$ cat src/rtl/exec_pkg.sv
// Shared execution-cluster types and helpers for the reservation stations.
package exec_pkg;

  localparam int unsigned ROBID_W = 7;
  localparam int unsigned RD_W    = 6;
  localparam int unsigned XLEN    = 32;
  localparam int unsigned OP_W    = 5;

  // mcalu op encodings: op[4:3]==2'b11 is MUL/DIV, op[2] selects DIV.
  localparam logic [OP_W-1:0] OP_ADD  = 5'b00000;
  localparam logic [OP_W-1:0] OP_SUB  = 5'b00001;
  localparam logic [OP_W-1:0] OP_MUL  = 5'b11000;
  localparam logic [OP_W-1:0] OP_MULH = 5'b11001;
  localparam logic [OP_W-1:0] OP_DIV  = 5'b11100;
  localparam logic [OP_W-1:0] OP_REM  = 5'b11101;

  // Source operand: value when rdy, producer robid in val[ROBID_W-1:0] when busy.
  typedef struct packed {
    logic            rdy;
    logic [XLEN-1:0] val;
  } rs_operand_t;

  typedef struct packed {
    logic               valid;
    logic [OP_W-1:0]    op;
    logic [ROBID_W-1:0] robid;
    logic [RD_W-1:0]    rd;
    rs_operand_t        op1;
    rs_operand_t        op2;
  } rs_entry_t;

  // True when a busy operand is waiting on the tag currently on the result bus.
  function automatic logic rs_wake_hit(rs_operand_t o, logic wb_v,
                                       logic [ROBID_W-1:0] wb_tag);
    return !o.rdy && wb_v && (o.val[ROBID_W-1:0] == wb_tag);
  endfunction

  // Capture the broadcast value into a matching busy operand.
  function automatic rs_operand_t rs_wake(rs_operand_t o, logic wb_v,
                                          logic [ROBID_W-1:0] wb_tag,
                                          logic [XLEN-1:0] wb_val);
    rs_operand_t r;
    r = o;
    if (rs_wake_hit(o, wb_v, wb_tag)) begin
      r.rdy = 1'b1;
      r.val = wb_val;
    end
    return r;
  endfunction

endpackage

$ cat src/rtl/exers_mc_prio_pick.sv
// Lowest-index priority picker: one-hot grant plus encoded index.
module prio_pick #(
  parameter int unsigned N = 4
) (
  input  logic [N-1:0]         req,
  output logic [N-1:0]         gnt,
  output logic [$clog2(N)-1:0] idx,
  output logic                 any
);

  localparam int unsigned IDX_W = $clog2(N);

  // Scan from the top so the lowest requesting index wins.
  always_comb begin
    gnt = '0;
    idx = '0;
    any = 1'b0;
    for (int i = int'(N) - 1; i >= 0; i--) begin
      if (req[i]) begin
        gnt    = '0;
        gnt[i] = 1'b1;
        idx    = IDX_W'(i);
        any    = 1'b1;
      end
    end
  end

endmodule

$ cat src/rtl/exers_mc.sv
// Collapsing-queue reservation station in front of the multi-cycle ALU.
// Optional feature macro: EXERS_WAKE_BYPASS_EN (wakeup-to-issue bypass).
module exers_mc
  import exec_pkg::*;
#(
  parameter int unsigned DEPTH = 4
) (
  input  logic               clk,
  input  logic               rst,
  input  logic               dis_valid,
  input  logic [OP_W-1:0]    dis_op,
  input  logic [ROBID_W-1:0] dis_robid,
  input  logic [RD_W-1:0]    dis_rd,
  input  logic               dis_op1_rdy,
  input  logic [XLEN-1:0]    dis_op1,
  input  logic               dis_op2_rdy,
  input  logic [XLEN-1:0]    dis_op2,
  output logic               exers_mc_stall,
  input  logic               wb_valid,
  input  logic [ROBID_W-1:0] wb_robid,
  input  logic [XLEN-1:0]    wb_result,
  output logic               exers_mcalu_issue,
  output logic [OP_W-1:0]    exers_mcalu_op,
  output logic [ROBID_W-1:0] exers_robid,
  output logic [RD_W-1:0]    exers_rd,
  output logic [XLEN-1:0]    exers_op1,
  output logic [XLEN-1:0]    exers_op2,
  input  logic               mcalu_stall,
  input  logic               rob_flush
);

  localparam int unsigned IDX_W = $clog2(DEPTH);
  localparam int unsigned CNT_W = $clog2(DEPTH + 1);

  rs_entry_t          ent_q [DEPTH];
  rs_entry_t          ent_d [DEPTH];
  logic [CNT_W-1:0]   count_c;
  logic [DEPTH-1:0]   ready_c;
  logic [DEPTH-1:0]   sel_oh;
  logic [IDX_W-1:0]   sel_idx;
  logic               sel_any;
  logic               removed_c;
  logic               dis_acc_c;
  logic [CNT_W-1:0]   dis_slot_c;
  logic [XLEN-1:0]    opv1_c [DEPTH];
  logic [XLEN-1:0]    opv2_c [DEPTH];
  rs_entry_t          dis_ent_c;

  // Occupancy; entries are packed from slot 0 so this is also the first free slot.
  always_comb begin
    count_c = '0;
    for (int i = 0; i < int'(DEPTH); i++) begin
      if (ent_q[i].valid) count_c = count_c + CNT_W'(1);
    end
  end

  // Per-entry readiness and the operand values presented if that entry is selected.
  always_comb begin
    for (int i = 0; i < int'(DEPTH); i++) begin
`ifdef EXERS_WAKE_BYPASS_EN
      ready_c[i] = ent_q[i].valid
                 & (ent_q[i].op1.rdy | rs_wake_hit(ent_q[i].op1, wb_valid, wb_robid))
                 & (ent_q[i].op2.rdy | rs_wake_hit(ent_q[i].op2, wb_valid, wb_robid));
      opv1_c[i]  = ent_q[i].op1.rdy ? ent_q[i].op1.val : wb_result;
      opv2_c[i]  = ent_q[i].op2.rdy ? ent_q[i].op2.val : wb_result;
`else
      ready_c[i] = ent_q[i].valid & ent_q[i].op1.rdy & ent_q[i].op2.rdy;
      opv1_c[i]  = ent_q[i].op1.val;
      opv2_c[i]  = ent_q[i].op2.val;
`endif
    end
  end

  prio_pick #(.N(DEPTH)) u_pick (
    .req (ready_c),
    .gnt (sel_oh),
    .idx (sel_idx),
    .any (sel_any)
  );

  // Issue port driven from the selected (oldest ready) entry.
  always_comb begin
    exers_mcalu_issue = sel_any & ~rob_flush;
    exers_mcalu_op    = '0;
    exers_robid       = '0;
    exers_rd          = '0;
    exers_op1         = '0;
    exers_op2         = '0;
    for (int i = 0; i < int'(DEPTH); i++) begin
      if (sel_oh[i]) begin
        exers_mcalu_op = ent_q[i].op;
        exers_robid    = ent_q[i].robid;
        exers_rd       = ent_q[i].rd;
        exers_op1      = opv1_c[i];
        exers_op2      = opv2_c[i];
      end
    end
  end

  // Handshake and dispatch acceptance; full is judged on registered state only.
  always_comb begin
    exers_mc_stall  = (count_c == CNT_W'(DEPTH));
    removed_c       = exers_mcalu_issue & ~mcalu_stall;
    dis_acc_c       = dis_valid & ~exers_mc_stall & ~rob_flush;
    dis_slot_c      = count_c - CNT_W'(removed_c);
    dis_ent_c.valid = 1'b1;
    dis_ent_c.op    = dis_op;
    dis_ent_c.robid = dis_robid;
    dis_ent_c.rd    = dis_rd;
    dis_ent_c.op1   = rs_wake('{rdy: dis_op1_rdy, val: dis_op1}, wb_valid, wb_robid, wb_result);
    dis_ent_c.op2   = rs_wake('{rdy: dis_op2_rdy, val: dis_op2}, wb_valid, wb_robid, wb_result);
  end

  // Next state: collapse over the removed slot, wake the shifted copy, append dispatch.
  always_comb begin
    for (int i = 0; i < int'(DEPTH); i++) begin
      ent_d[i] = '0;
      if (removed_c && (i >= int'(sel_idx))) begin
        if (i < int'(DEPTH) - 1) ent_d[i] = ent_q[(i + 1) % int'(DEPTH)];
      end else begin
        ent_d[i] = ent_q[i];
      end
      ent_d[i].op1 = rs_wake(ent_d[i].op1, wb_valid, wb_robid, wb_result);
      ent_d[i].op2 = rs_wake(ent_d[i].op2, wb_valid, wb_robid, wb_result);
      if (dis_acc_c && (CNT_W'(i) == dis_slot_c)) ent_d[i] = dis_ent_c;
      if (rob_flush) ent_d[i] = '0;
    end
  end

  // Entry storage with synchronous reset.
  always_ff @(posedge clk) begin
    if (rst) begin
      for (int i = 0; i < int'(DEPTH); i++) ent_q[i] <= '0;
    end else begin
      for (int i = 0; i < int'(DEPTH); i++) ent_q[i] <= ent_d[i];
    end
  end

endmodule

$ cat config.mk
export PLATFORM = sky130hd
export DESIGN_NAME = exers_mc
export DESIGN_NICKNAME = d
export VERILOG_FILES = /design/src/rtl/exec_pkg.sv /design/src/rtl/exers_mc_prio_pick.sv /design/src/rtl/exers_mc.sv
export SDC_FILE = /design/constraint.sdc
export NUM_CORES = 1
export LEC_CHECK = 0
export ABC_AREA = 1
export CORE_MARGIN = 5
export CORE_UTILIZATION = 47
export DETAILED_ROUTE_END_ITERATION = 12
export PLACE_DENSITY = 0.67
export SLEW_MARGIN = 25
export SYNTH_ARGS = -nofsm -noshare
export SYNTH_HDL_FRONTEND = slang
export SYNTH_SLANG_ARGS = --single-unit
$ cat constraint.sdc
create_clock -name clk -period 6.7 [get_ports clk]
set_input_delay 1.34 -clock clk [delete_from_list [all_inputs] [get_ports clk]]
set_output_delay 1.34 -clock clk [all_outputs]
set_load 0.02 [all_outputs]
* Word-level counts from Yosys, hierarchy flattened
Memories as Yosys holds them, arrays and structs flattened. Index checks and enable logic that the tools add are counted.
Cells by class: reduce and logical (&&, ||, !) cells 38, eq/ne operators 14, multiplexer cells 65, magnitude comparators 3, bitwise logic cells 19, $add $sub $neg 4
Operators with widths (count):
- $mux 85 | 16
- $mux 33 | 10
- $mux 32 | 8
- $eq 7x7->1 | 10
- $mux 7 | 4
- $logic_and 1x1->1 | 27
- $mux 6 | 4
- $mux 5 | 4
- $mux 4 | 4
- $and 1x1->1 | 12
- $logic_not 1->1 | 10
- $add 3x1->3 const B | 3
- $mux 3 | 3
- $mux 1 | 8
- $mux 2 | 4
- $eq 2x3->1 const A | 2
- $ge 1x2->1 const A | 2
- $or 1x1->1 | 4
- $eq 1x3->1 const A | 1
- $eq 3x3->1 const B | 1
- $logic_not 3->1 | 1
- $not 1->1 | 3
- $sub 3x1->3 | 1
- $ge 2x2->1 const A | 1
Storage, ports and cells: input port bits 129, output and inout bits 84, word-level logic and storage cells 144, memories 1, register bits after elaboration 0, RAM bits 340
Memory list:
- ent_q | depth 4, width 85, read ports 4, clocked after memory_dff 0, wr ports 4, line exers_mc.sv:35 | rs_entry_t ent_q [DEPTH];

* Logic depth before layout (Yosys ltp)
Gate-level depths: netlist (run 1). An unclocked memory read counts as a cell.
depth in word-level cells 18, gate-level depth with buffers 21, depth with buffers taken out 18

* Hierarchy
A second synthesis (run 1) with hierarchy kept.
Unflattened totals: cells, all modules 4424, area, all modules 25197.9 um^2
By module, submodules not included:
- exers_mc | area an instance 25132.9 um^2, instances 1, seq. area each 6806.5 um^2, cells an instance 4409
- prio_pick | area an instance 65.1 um^2, instances 1, seq. area each 0.0 um^2, cells an instance 15

* Worst setup path after synthesis (run 1)
OpenSTA, ideal clock, no wires.
path kind in2reg, start input rob_flush, end memory ent_q[2][13] (netlist bit), buffers on the path 3, slack 3.157 ns, library setup time 0.118 ns, data required time 6.582 ns, stages 16, data arrival time 3.425 ns, path through nor2_4 inv_1 nor2_2 buf_2 ha_1 ha_1 xor2_1 inv_1 nand3b_1 nor2_1 nor2_1 buf_4 clkbuf_1 nand3_1 nand2_1 a21oi_1
RTL lines:
- start, declared | line exers_mc.sv:29 | input logic rob_flush
- end, declared | line exers_mc.sv:35

==> results of run 1 <==
==> where the power goes <==
group          internal [uW]  switching (uW)  leakage (uW)
Combinational            153             323       0.00745
Clock                   1310             960      0.000647
Sequential              2040            12.5       0.00274
==> worst max-delay path, delay by kind of cell <==
kind	cells	cell delay, ps
AND/OR/NAND/NOR	8	2160
AO/OA/AOI/OAI	2	370
buffers and inverters	4	1710
==> Yosys cell counts (8+ instances only) <==
cell type / number / area [um2]
nor2_2: 8 / 50.1
xor2_1: 18 / 158
inv_1: 265 / 995
buf_6: 26 / 293
buf_2: 71 / 355
buf_4: 13 / 97.6
a21oi_1: 396 / 1980
nand4_1: 38 / 238
o211ai_1: 8 / 60.1
a31oi_1: 18 / 113
nor2_1: 302 / 1130
o21a_1: 24 / 180
o21ai_1: 64 / 320
o21ai_0: 383 / 1920
inv_2: 9 / 33.8
nand2_1: 1090 / 4090
nand3_1: 425 / 2130
buf_1: 23 / 86.3
nor2_4: 9 / 101
nand3b_1: 32 / 240
dfxtp_1: 340 / 6810
clkbuf_1: 176 / 661
o2111ai_1: 59 / 517
==> logic make-up (layout without fill, tap and decap cells) <==
group | after synthesis | count (layout) | share of synthesized area
AND/OR/NAND/NOR | 1942 | 1942 | 0.360
AO/OA/AOI/OAI | 962 | 962 | 0.224
buffers and inverters | 591 | 628 | 0.111
flip-flops | 340 | 340 | 0.295
XOR/XNOR | 19 | 19 | 0.00753
adder cells (fa/ha/maj) | 5 | 5 | 0.00271
multiplexers | 1 | 1 | 0.000434
==> cell type report <==
class | count | area, um2 | share of cell area
clock buffer | 62 | 1240 | 0.0468
multi-input combinational | 2929 | 13800 | 0.521
tap | 664 | 831 | 0.0314
clock inverter | 7 | 75.1 | 0.00283
inverter | 281 | 1070 | 0.0402
timing repair buffer | 278 | 2680 | 0.101
sequential | 340 | 6810 | 0.257
==> through the flow <==
stage                     std cells  utilization  power (uW)  cell area, um2  hold WS, ps
after global placement         4492        0.516        2560           25200          466
after detailed placement       4492        0.516        2560           25200          468
after floorplan                3860            -        2340           23100          455
after global routing           4561        0.543        4930           26500          499
after CTS                      4561        0.543        4800           26500          477
final                          4561        0.543        4800           26500          476
==> per-layer routing <==
| metal | routed length (um) | part of all wire |
|---|---|---|
| met1 | 37900 | 0.40 |
| met2 | 40800 | 0.43 |
| met3 | 10200 | 0.11 |
| met5 | 0 | 0 |
| met4 | 5510 | 0.058 |
==> path summary, 6_finish.rpt <==
kind	start	endpoint	slack [ps]	cells after the start
max	rob_flush	ent_q[0][21]	1570	14
min	ent_q[3][69]	ent_q[3][69]	480	2
min reg2reg	ent_q[3][69]	ent_q[3][69]	480	2
max reg2reg	ent_q[0][84]	ent_q[0][21]	2140	15
==> flow_summary.toml, run 1 <==
[floorplan]
die_area_um2 = 53600
start_util = 0.473
die_y_um = 232
fp-row-count = 81
die_x_um = 232
io_pins = 213
fp.coreArea_um2 = 48700

[placement]
pre_cts_slack_ps = 1120
dpl.hpwl_mm = 60.0
numPortBuffers = 212
routabilityCongestion = 0.970

[critical_path]
cpMaxStageDelayCell = "nor3_4"
cp_max_fo = 66
worstPathRequired_ps = 7200
cp_cell_sequence = "clkdlybuf4s50_1 -> nor3_4 -> inv_2 -> nand2_1 -> nand2_1 -> nor2_1 -> nand4_1 -> nor2_4 -> buf_4 -> nand2_2 -> buf_4 -> nand2_2 -> o21ai_0 -> a21oi_1"
worst_path_largest_cell_delay_ps = 930
worstSetupPathType = "primary input to flop"
cp-end-kind = "flop"
cp.arrival_ps = 5630
start_kind = "primary input"

[grt]
grt.total_usage = 0.337
met1_usage = 0.454
grt_overflow = 0
grt_max_degree = 212
grt_pass1_wl_mm = 145
busiest_layer = "met2"
first_global_vias = 24552
use_met2 = 0.516
antenna_found_initial = 0
grtUsageMet3 = 0.0592

[detailed_routing]
dr.pass1.iters = 7
antenna_left = 0
first_iter_violations = 3784
drcViolationCount = 0
wl_per_cell_um = 20.7
wirelength_mm = 94.5
routed_via_density = 5.92
vias = 26988

[sta]
setup_viol = 0
slew_headroom = 0.173
tightest_slew_ps = 1240
finalCritPeriodShare = 0.765
worst_slack_ps = 1570
finalCriticalPeriod_ps = 5130
rsz0062_at_grt = "false"
hold_viol_final = 0
finalSetupTns_ps = 0
finClkSkew_ps = 16.1
fmax_ghz = 0.195
maxSlewViolCount = 0

[clock_tree]
cts_tree = "done"
cts-root-buf = "clkbuf_16"
clockBufferDepth = 3
holdBufCountCts = 0
clock_sinks = 340
clk_pin_slew_ps = 60
htree_levels = 2
cts_resized = 0
cts_setup_buffers = 0
clock_latency_ps = 590
cts_buffers = 43

[logic_synthesis]
synth-edff-count = 0
ys_seq_elements = 340
seq_area_frac_synth = 0.295
synthesis.area_um2 = 23100
syn_area_per_cell_um2 = 5.98
async_reset_ff_frac = 0
synth_warnings = 0
synth_flop_cell = "dfxtp_1"
synth_nets = 3994
synth_cell_types = 52
syn_inst = 3860

[layout]
n_fill_cell = 5008
largest_register_ffs = 340
final_common_cell = "nand2_1"
antenna_cells = 0
final_nets = 4007
drive_gt1_frac = 0.0511
area_growth_syn_to_layout_pct = 14.7
top_register = "ent_q"
reg.largest.list = "ent_q: 340 flops"
mostFrequentLayoutCells = "nand2_1 (1,087), nand3_1 (425), a21oi_1 (396)"

[power]
powerDensity_nw_per_um2 = 181
cellLeakagePower_uw = 0.0108
peakVddDrop_mv = 0.169

[status]
outcome = "completed"

[worst_hold_path]
hp-class = "flop to flop"

[job]
max_cap_viol_count = 0
No activity file was read; power rests on OpenSTA's default activity.
==> run 2: changes to the inputs <==
- PLACE_DENSITY: 0.67 -> 0.7
- clock period: 6.7 -> 4.6 ns (I/O delays scaled with it)
==> run 2 against run 1 <==
  * Clock-buffer cell count increased by 2
  * Critical path depth decreased by 6
  * Core utilization increased by 0.98 points
  * Flip-flop and latch count unchanged
  * Via count increased by 0.59%
  * Power increased by 48%
  * Global-route usage about the same
  * Critical endpoint is now exers_op1[1]
==> flow_summary.toml, run 2 (synthesized netlist as in run 1, its figures left out) <==
[status]
outcome = "completed"

[floorplan]
die_y_um = 232
die_area_um2 = 53600
start_util = 0.473
io_pins = 213
die_x_um = 232
fp.coreArea_um2 = 48700
fp-row-count = 81

[grt]
use_met2 = 0.520
grt_pass1_wl_mm = 144
grtUsageMet3 = 0.0643
grt_max_degree = 168
grt.total_usage = 0.337
busiest_layer = "met2"
met1_usage = 0.446
first_global_vias = 24266
antenna_found_initial = 2
grt_overflow = 0

[sta]
finalSetupTns_ps = 0
maxSlewViolCount = 0
finalCritPeriodShare = 0.912
hold_viol_final = 0
setup_viol = 0
slew_headroom = 0.263
rsz0062_at_grt = "false"
finClkSkew_ps = 29.0
tightest_slew_ps = 1110
finalCriticalPeriod_ps = 4200
fmax_ghz = 0.238

[clock_tree]
cts-root-buf = "clkbuf_16"
clk_pin_slew_ps = 60
clockBufferDepth = 3
cts_buffers = 42
htree_levels = 2
holdBufCountCts = 0
clock_sinks = 340
cts_setup_buffers = 0
clock_latency_ps = 590
cts_resized = 0
cts_tree = "done"

[worst_hold_path]
hold_depth = 2
hp-class = "flop to flop"

[power]
cellLeakagePower_uw = 0.0111
switching_share = 0.267
powerDensity_nw_per_um2 = 264
power_switching_uw = 1900
pwr-share-clk = 0.477
p_total_uw = 7110
peakVddDrop_mv = 0.249
p_int_uw = 5210
comb_power_share = 0.102
p_seq_frac = 0.421

[layout]
final_common_cell = "nand2_1"
reg.largest.list = "ent_q: 340 flops"
antenna_cells = 0
final_nets = 4047
drive_gt1_frac = 0.0631
fin_util = 0.553
top_register = "ent_q"
area_growth_syn_to_layout_pct = 16.8
mostFrequentLayoutCells = "nand2_1 (1,088), nand3_1 (425), a21oi_1 (396)"
largest_register_ffs = 340

[critical_path]
worstPathRequired_ps = 3680
worstSetupPathType = "flop to output port"
cp_max_fo = 31
cp.arrival_ps = 3280
reg2reg_depth = 17
start_kind = "flop"
regToRegSetupSlack_ps = 1150
cp-end-kind = "output port"

[detailed_routing]
drcViolationCount = 0
dr.pass1.iters = 6
first_iter_violations = 3381
antenna_left = 0
wl_per_cell_um = 20.6
wirelength_mm = 95.1
vias = 27147
routed_via_density = 5.89

[job]
max_cap_viol_count = 0

[placement]
numPortBuffers = 212
dpl.hpwl_mm = 62.2
routabilityCongestion = 0.998
run 2: cell types whose count changed in the layout (fill, tap and decap cells not counted), sizes merged:
cell / before / now
inv: 272 / 275
clkinv: 15 / 13
clkinvlp: 0 / 3
clkbuf: 62 / 64
buf: 66 / 107
run 2: path summary, 6_finish.rpt:
check / start / to
setup reg to reg: ent_q[1][84] / ent_q[3][25]
hold reg to reg: ent_q[3][82] / ent_q[3][82]
setup / recovery: ent_q[3][84] / exers_op1[1]
hold / removal: ent_q[3][82] / ent_q[3][82]
run 2: final cells by class:
type	count	area, um2
Timing Repair Buffer	319	3090
Fill cell	4904	21800
Clock inverter	11	95.1
Multi-Input combinational cell	2929	13800
Clock buffer	64	1290
Tap cell	664	831
Sequential cell	340	6810
Inverter	281	1060
run 2: per-layer routing:
metal / vias to the layer above / share of wire
met4: 2 / 0.065
met3: 357 / 0.11
met5: - / 0.000084
met2: 1721 / 0.43
li1: 12894 / -
met1: 12173 / 0.40
run 2: power by group through the flow:
stage | Clock [uW] | Sequential (uW) | Combinational (uW)
after floorplan | 0 | 3050 | 357
after global placement | 0 | 3060 | 700
after detailed placement | 0 | 3060 | 700
after CTS | 3400 | 2990 | 704
after global routing | 3520 | 3000 | 767
final | 3390 | 2990 | 726
run 2: stage by stage:
step	std cells	hold slack (ps)	cell area [um2]	setup slack, ps
after floorplan	3860	455	23100	1480
after global placement	4533	466	25600	672
final	4608	484	27000	405
after global routing	4608	495	27000	352
after CTS	4608	481	27000	462
after detailed placement	4533	472	25600	652
run 2: critical path: stages, from the launching register on:
cell and delay, ps:
dfxtp_1 460, nand3_1 150, nor2_1 230, nand2_4 220
inv_2 140, buf_4 460, nand2_1 140, o2111ai_1 180
clkdlybuf4s50_1 690
